## config.mk

```make
export PLATFORM = sky130hd
export DESIGN_NAME = chan_mux_rr
export DESIGN_NICKNAME = d
export VERILOG_FILES = /design/src/rtl/chan_mux_rr.sv
export SDC_FILE = /design/constraint.sdc
export NUM_CORES = 1
export LEC_CHECK = 0
export CORE_AREA = 2 2 80 82
export DETAILED_ROUTE_END_ITERATION = 16
export DIE_AREA = 0 0 82 84
export DONT_BUFFER_PORTS = 1
export GPL_TIMING_DRIVEN = 0
export PLACE_DENSITY = 0.65
export SYNTH_ARGS = -nofsm -noshare
export SYNTH_HDL_FRONTEND = slang
export SYNTH_SLANG_ARGS = --single-unit
```

## constraint.sdc

```tcl
create_clock -name clk -period 3 [get_ports clk]
set_clock_uncertainty 0.1 [all_clocks]
set_input_delay 0.75 -clock clk [delete_from_list [all_inputs] [get_ports clk]]
set_output_delay 0.75 -clock clk [all_outputs]
set_load 0.01 [all_outputs]
```

## src/rtl/chan_mux_rr.sv

```systemverilog
// -----------------------------------------------------------------------------
// chan_mux_rr
//   N-channel, WIDTH-bit registered selector with a one-deep output register.
//   The channel is picked either by the sel input (fixed mode) or by a
//   round-robin arbiter over the valid channels (rr_en=1).
//
// Ports
//   clk        in   rising-edge clock
//   rst_n      in   asynchronous active-low reset; clears all state at once
//   rr_en      in   1 = round-robin mode, 0 = fixed-select mode
//   sel        in   channel index used in fixed mode
//   in_valid   in   per-channel valid, bit i = channel i
//   in_data    in   channel i data at [i*WIDTH +: WIDTH]
//   in_ready   out  per-channel ready, one-hot or zero
//   out_valid  out  output register holds a beat
//   out_data   out  registered data of the held beat
//   out_chan   out  channel index that supplied out_data
//   out_ready  in   downstream accepts the held beat
//
// Handshake: a beat moves on a port in a cycle where valid and ready are both
// high at the rising clock edge. A source holds its valid and data until that
// happens and never waits for ready before raising valid. in_ready is a
// combinational function of in_valid, rr_en, sel, out_ready and registered
// state only.
// -----------------------------------------------------------------------------
module chan_mux_rr #(
  parameter int WIDTH = 32,
  parameter int NCH   = 4,
  parameter int SELW  = 2
) (
  input  logic                   clk,
  input  logic                   rst_n,
  input  logic                   rr_en,
  input  logic [SELW-1:0]        sel,
  input  logic [NCH-1:0]         in_valid,
  input  logic [NCH*WIDTH-1:0]   in_data,
  output logic [NCH-1:0]         in_ready,
  output logic                   out_valid,
  output logic [WIDTH-1:0]       out_data,
  output logic [SELW-1:0]        out_chan,
  input  logic                   out_ready
);

  // Registered state
  logic             out_valid_q, out_valid_d;
  logic [WIDTH-1:0] out_data_q,  out_data_d;
  logic [SELW-1:0]  out_chan_q,  out_chan_d;
  logic [SELW-1:0]  ptr_q,       ptr_d;

  // Arbitration results
  logic             space;
  logic             fx_v;
  logic             rr_v;
  logic [SELW-1:0]  rr_idx;
  logic             grant_v;
  logic [SELW-1:0]  grant_idx;
  logic             grant_in_valid;
  logic [WIDTH-1:0] grant_data;
  logic             xfer;

  // The output register can take a new beat when empty or being drained.
  assign space = ~out_valid_q | out_ready;

  // Fixed mode: an index beyond the last channel grants nothing.
  assign fx_v = (int'(sel) < NCH);

  // Round-robin search in two passes: first the channels at or above ptr,
  // then wrap to the lowest valid channel. The second pass only wins when
  // nothing at or above ptr is valid, so it always lands below ptr.
  always_comb begin
    rr_v   = 1'b0;
    rr_idx = '0;
    for (int i = 0; i < NCH; i++) begin
      if (!rr_v && in_valid[i] && (SELW'(i) >= ptr_q)) begin
        rr_v   = 1'b1;
        rr_idx = SELW'(i);
      end
    end
    for (int i = 0; i < NCH; i++) begin
      if (!rr_v && in_valid[i]) begin
        rr_v   = 1'b1;
        rr_idx = SELW'(i);
      end
    end
  end

  // Mode select. In fixed mode the selected channel is granted whether or
  // not it is valid, so its in_ready can be high while it idles.
  always_comb begin
    if (rr_en) begin
      grant_v   = rr_v;
      grant_idx = rr_idx;
    end else begin
      grant_v   = fx_v;
      grant_idx = fx_v ? sel : '0;
    end
  end

  // Decode the grant into ready, the granted valid and the data mux.
  always_comb begin
    in_ready       = '0;
    grant_in_valid = 1'b0;
    grant_data     = '0;
    for (int i = 0; i < NCH; i++) begin
      if (grant_v && (grant_idx == SELW'(i))) begin
        in_ready[i]    = space;
        grant_in_valid = in_valid[i];
        grant_data     = in_data[i*WIDTH +: WIDTH];
      end
    end
  end

  assign xfer = grant_v & space & grant_in_valid;

  // Next-state logic for the output register and the round-robin pointer.
  always_comb begin
    out_valid_d = out_valid_q;
    out_data_d  = out_data_q;
    out_chan_d  = out_chan_q;
    ptr_d       = ptr_q;
    if (xfer) begin
      // A new beat replaces any beat drained this cycle without a bubble.
      out_valid_d = 1'b1;
      out_data_d  = grant_data;
      out_chan_d  = grant_idx;
      if (rr_en) begin
        ptr_d = (grant_idx == SELW'(NCH - 1)) ? '0 : grant_idx + SELW'(1);
      end
    end else if (out_ready) begin
      // Drain with nothing behind it: data and channel keep their last value.
      out_valid_d = 1'b0;
    end
  end

  always_ff @(posedge clk or negedge rst_n) begin
    if (!rst_n) begin
      out_valid_q <= 1'b0;
      out_data_q  <= '0;
      out_chan_q  <= '0;
      ptr_q       <= '0;
    end else begin
      out_valid_q <= out_valid_d;
      out_data_q  <= out_data_d;
      out_chan_q  <= out_chan_d;
      ptr_q       <= ptr_d;
    end
  end

  assign out_valid = out_valid_q;
  assign out_data  = out_data_q;
  assign out_chan  = out_chan_q;

endmodule

```

# Word-level counts from Yosys, hierarchy flattened
# Cells that the tools add are included.
# W data, S select, Z words.
# totals
ff_bits	37
input_bits	138
# classes
addsub	1
order_cmp	4
mux	32
n_reduce_logical	25
bitwise_logic	4
eq_ne	3
# op_table
operator	count
$mux W32	4
$mux W1	20
$mux W2	8
$logic_and A1 B1 Y1	15
$logic_not A1 Y1	7
$eq A2 B2 Y1 const B	2
$ge A1 B2 Y1 const A	2
$ge A2 B2 Y1 const A	2
$add A2 B1 Y2 const B	1
$and A1 B1 Y1	2
$eq A2 B1 Y1 const B	1
$logic_not A2 Y1	1
$reduce_and A2 Y1	1
$reduce_bool A2 Y1	1
$not A1 Y1	1
$or A1 B1 Y1	1

# Depth between registers and ports, before layout
# logic_depth
depth_word	36
ltp_mapped	11

# Worst setup path before layout
# No wires, ideal clock.
# synth_timing
path_kind	input -> output
startpoint	in in_valid[3]
endpoint	out in_ready[3]
cell_stages	8
t_arrival_ns	2.342
required_ns	2.150
path_buffers	3
slack_ns	-0.192
cell_sequence	nand2b_1 -> a21boi_0 -> o32ai_1 -> ha_1 -> buf_2 -> buf_2 -> clkbuf_1 -> and2_1
# synth_between
elab_chain_cells	19
# synth_rtl
element	line	text
from (decl)	35	input logic [NCH-1:0] in_valid,
$logic_and A1 B1 Y1 (2 in series)	74	if (!rr_v && in_valid[i] && (SELW'(i) >= ptr_q)) begin
$mux W1	74	
$logic_not A1 Y1	80	if (!rr_v && in_valid[i]) begin
$logic_and A1 B1 Y1	80	
$mux W1	80	
$logic_not A1 Y1	80	
$logic_and A1 B1 Y1	80	
$mux W1	80	
[... 3 more ...]	n/a	
$logic_not A1 Y1	80	
$logic_and A1 B1 Y1	80	
$mux W2 *	80	
$mux W2 *	90	if (rr_en) begin
net grant_idx[0]	56	logic [SELW-1:0] grant_idx;
$eq A2 B2 Y1 *	105	if (grant_v && (grant_idx == SELW'(i))) begin
$logic_and A1 B1 Y1 *	105	
$mux W1 *	105	
to (decl)	37	output logic [NCH-1:0] in_ready,
# Mark *: on every way through the listed nets, which the timed path passes. The rest lies on a longest branch.

# Final worst setup path
# layout_timing
startpoint	in in_valid[2]
endpoint	out in_ready[0]
# layout_between
elab_chain_cells	23
# layout_rtl
element	line
$logic_and A1 B1 Y1 (2 in series)	74
$mux W1	74
$logic_not A1 Y1	74
$logic_and A1 B1 Y1 (2 in series)	74
$mux W1	74
$logic_not A1 Y1	80
$logic_and A1 B1 Y1	80
$mux W1	80
[... 6 more ...]	n/a
$logic_not A1 Y1	80
$logic_and A1 B1 Y1	80
$mux W2 *	80
$mux W2 *	90
net grant_idx[1]	56
$logic_not A2 Y1 *	105
$logic_and A1 B1 Y1 *	105
$mux W1 *	105
# Marks and branches as above.

==> results.yml <==
drt:
  wire_per_inst_um: 19.57
  avgViaCountPerCell: 6.087
  drc_errors: 0
  drt-total-wl_um: 8318
  num_vias: 2587
  first_pass_iters: 4
  drt_iter0_drc: 143
  ant_nets: 0
run_status:
  status: "completed"
synth:
  async_flop_share: 1.000
  synth_area_leaders: "dfrtp_1 32%, mux2_4 15%, a21oi_1 11%"
  yosysWarningCount: 0
  yosysTopAreaCell: "dfrtp_1"
  ys.flop_type: "dfrtp_1"
  yosysMostFrequentCell: "a21oi_1"
  synth_edf_count: 0
  yosysUniqueCellTypes: 32
  synth_nets: 479
  synthCells: 337
  syn_avg_cell_area_um2: 8.591
  syn_area_um2: 2895
  yosysSeqAreaShare: 0.3198
  synth_top_area_share: 0.3198
  synthTopCellsByCount: "64 x a21oi_1, 37 x dfrtp_1, 35 x inv_1, 34 x nand2_1, 34 x o21ai_0"
  ys_ff_latch: 37
clocking:
  cts_tree: "done"
  htree_levels: 2
  cts_buffers: 5
  clock-sinks: 37
  clockBufferDepth: 2
  cts_root_buf: "clkbuf_8"
  clock_latency_ns: 0.28
  clk_pin_slew_ns: 0.08
cells_and_area:
  nFillCells: 579
  multiInputGateArea_um2: 1745
  fin_nets: 489
  n_antenna_cell: 0
  regArea_um2: 927.1
  area_growth_pct: 11.41
  drive_above_1_share: 0.2098
sta:
  setup_violations: 0
  finalHoldViolCount: 0
  layout_min_cycle_time_ns: 2.916
  min_period_over_period: 0.9719
  finalMaxSlewViolations: 0
  timing.fmax_ghz: 0.3430
  worst_pin_slew_ns: 0.5421
  rsz0062_at_grt: "yes"
  whs_ns: 0.04458
  max-slew-margin-rel: 0.6386
placed_design:
  portBuffers: 0
  dpl.hpwl_um: 6158
  gp_congestion: 0.8530
power_and_ir_drop:
  comb_power_share: 0.514
  pwr-share-seq: 0.339
  netSwitchingPower_uw: 1183
  peakVddDrop_uv: 374.7
  p_leak_uw: 0.001537
  clkPwrFrac: 0.147
  internal_power_uw: 1894
  powerDensity_nw_per_um2: 953.8
  p_sw_frac: 0.3845
  power.total_uw: 3077
worst_setup_path:
  path_class: "input port to output pin"
  required_ns: 2.15
  crit_start: "in_valid[2]"
  worst_path_dominant_cell_family: "simple AND/OR/NAND/NOR gates"
  cpMostUsedCell: "buf_6"
  arrival_ns: 2.07
  cp_max_fo: 10
  setup.worst_path.end_class: "output pin"
  path_cells: "or2_2 > a31oi_1 > nor3_2 > inv_1 > ha_2 > buf_6 > buf_6 > and2_1"
  timing.rr.start: "ptr_q[1]"
  path_buf_inv: 3
  slowest_stage: "or2_2"
  cp-start-kind: "input port"
  slowest_delay_ns: 0.27
grt:
  use_met2: 0.4006
  globalRouteTotalUtil: 0.2384
  grtUsageMet1: 0.2961
  grt_pass1_wl_um: 12880
  globalRoute.busiestLayer: "met2"
  grt.overflow.total: 0
  met3_usage: 0.06602
  grt_pass1_vias: 2589
  antenna_found_initial: 0
  grt_start_max_net_pins: 38
floorplanning:
  die_w_um: 82
  row_count: 29
  core-area_um2: 6096
  pin_count: 177
  die_area_um2: 6888
  start_util: 0.4750
  dieHeight_um: 84
flow_run:
  maxCapViolCount: 0
worst_hold_path:
  hold_class: "input port to asynchronous set/reset pin"
[power by group through the flow]
stage	clock network [uW]	logic, uW	registers [uW]
5_1_grt	489	1730	1070
4_1_cts	463	1550	1040
3_5_place_dp	0	1520	1050
2_1_floorplan	0	1280	979
6_report	451	1580	1040
3_3_place_gp	0	1490	1050
[timing repair]
| action | 4_1_cts | 5_1_grt |
|---|---|---|
| buffers inserted | 2 | 4 |
| hold buffers | 0 | 0 |
| pin swaps | 2 | 3 |
| setup endpoints to repair | 4 | 33 |
| resized for setup | 9 | 12 |
[cells by family (layout without fill, tap and decap cells)]
group	after synthesis	in the layout	synth area share
buf+inv	64	75	0.09507
fa+ha+maj	4	4	0.01729
flops	37	37	0.3198
compound gates	136	136	0.2861
mux	36	36	0.1772
simple gates	60	60	0.1046
[final timing paths]
kind	end	slack [ns]	depth (start not counted)
worst max-delay path	in_ready[0]	0.08	8
worst min-delay path	out_data[24]	0.04	0
worst max register to register	out_data[15]	0.18	10
worst min register to register	out_chan[0]	0.49	1
max in group asynchronous	ptr_q[1]	2.66	0
min in group clk	out_chan[0]	0.49	1
[through the flow]
step | std cells | setup TNS, ns | setup WS [ns] | cell area (um2) | utilization
6_report | 425 | 0 | 0.08439 | 3226 | 0.5291
5_1_grt | 425 | -0.001461 | -0.001461 | 3226 | 0.5291
4_1_cts | 422 | -0.01697 | -0.01697 | 3156 | 0.5177
3_5_place_dp | 414 | -7.220 | -0.2758 | 3007 | 0.4932
3_3_place_gp | 414 | -5.052 | -0.2463 | 3007 | 0.4932
2_1_floorplan | 337 | 0 | 0.006387 | 2910 | -
[per-layer routing]
metal,up-vias,part of all wire
li1,1194,-
met2,133,0.47
met1,1250,0.42
met3,10,0.092
met5,-,0
met4,0,0.013
[state kept, by name, indices dropped and copies added (netlist names)]
signal     cells
ptr_q          2
out_data      32
out_valid      1
out_chan       2
[cell usage in the layout (no fill, tap or decap), types with 2 or more instances in the layout]
cell and instances:
nor3_1 2, buf_4 7, dfrtp_1 36, buf_1 5
mux2_2 6, nor4_1 2, clkbuf_1 13, nand2_1 34
nand2b_1 5, a22o_1 31, ha_2 3, a211oi_1 2
o21ai_0 34, buf_6 7, nor2b_1 3, a21oi_2 2
clkbuf_8 7, a21oi_1 63, and2_1 3, mux2_4 29
inv_1 35
[final cells by class]
cell class / count / area share
multi-input cells: 236 / 0.5411
flip-flops and latches: 37 / 0.2874
plain buffers: 26 / 0.05081
inverters: 35 / 0.04073
well taps: 77 / 0.02987
clock buffers: 7 / 0.02676
repair buffers: 6 / 0.01396
clock inverters: 1 / 0.009310
No activity file was read; power rests on OpenSTA's default activity.
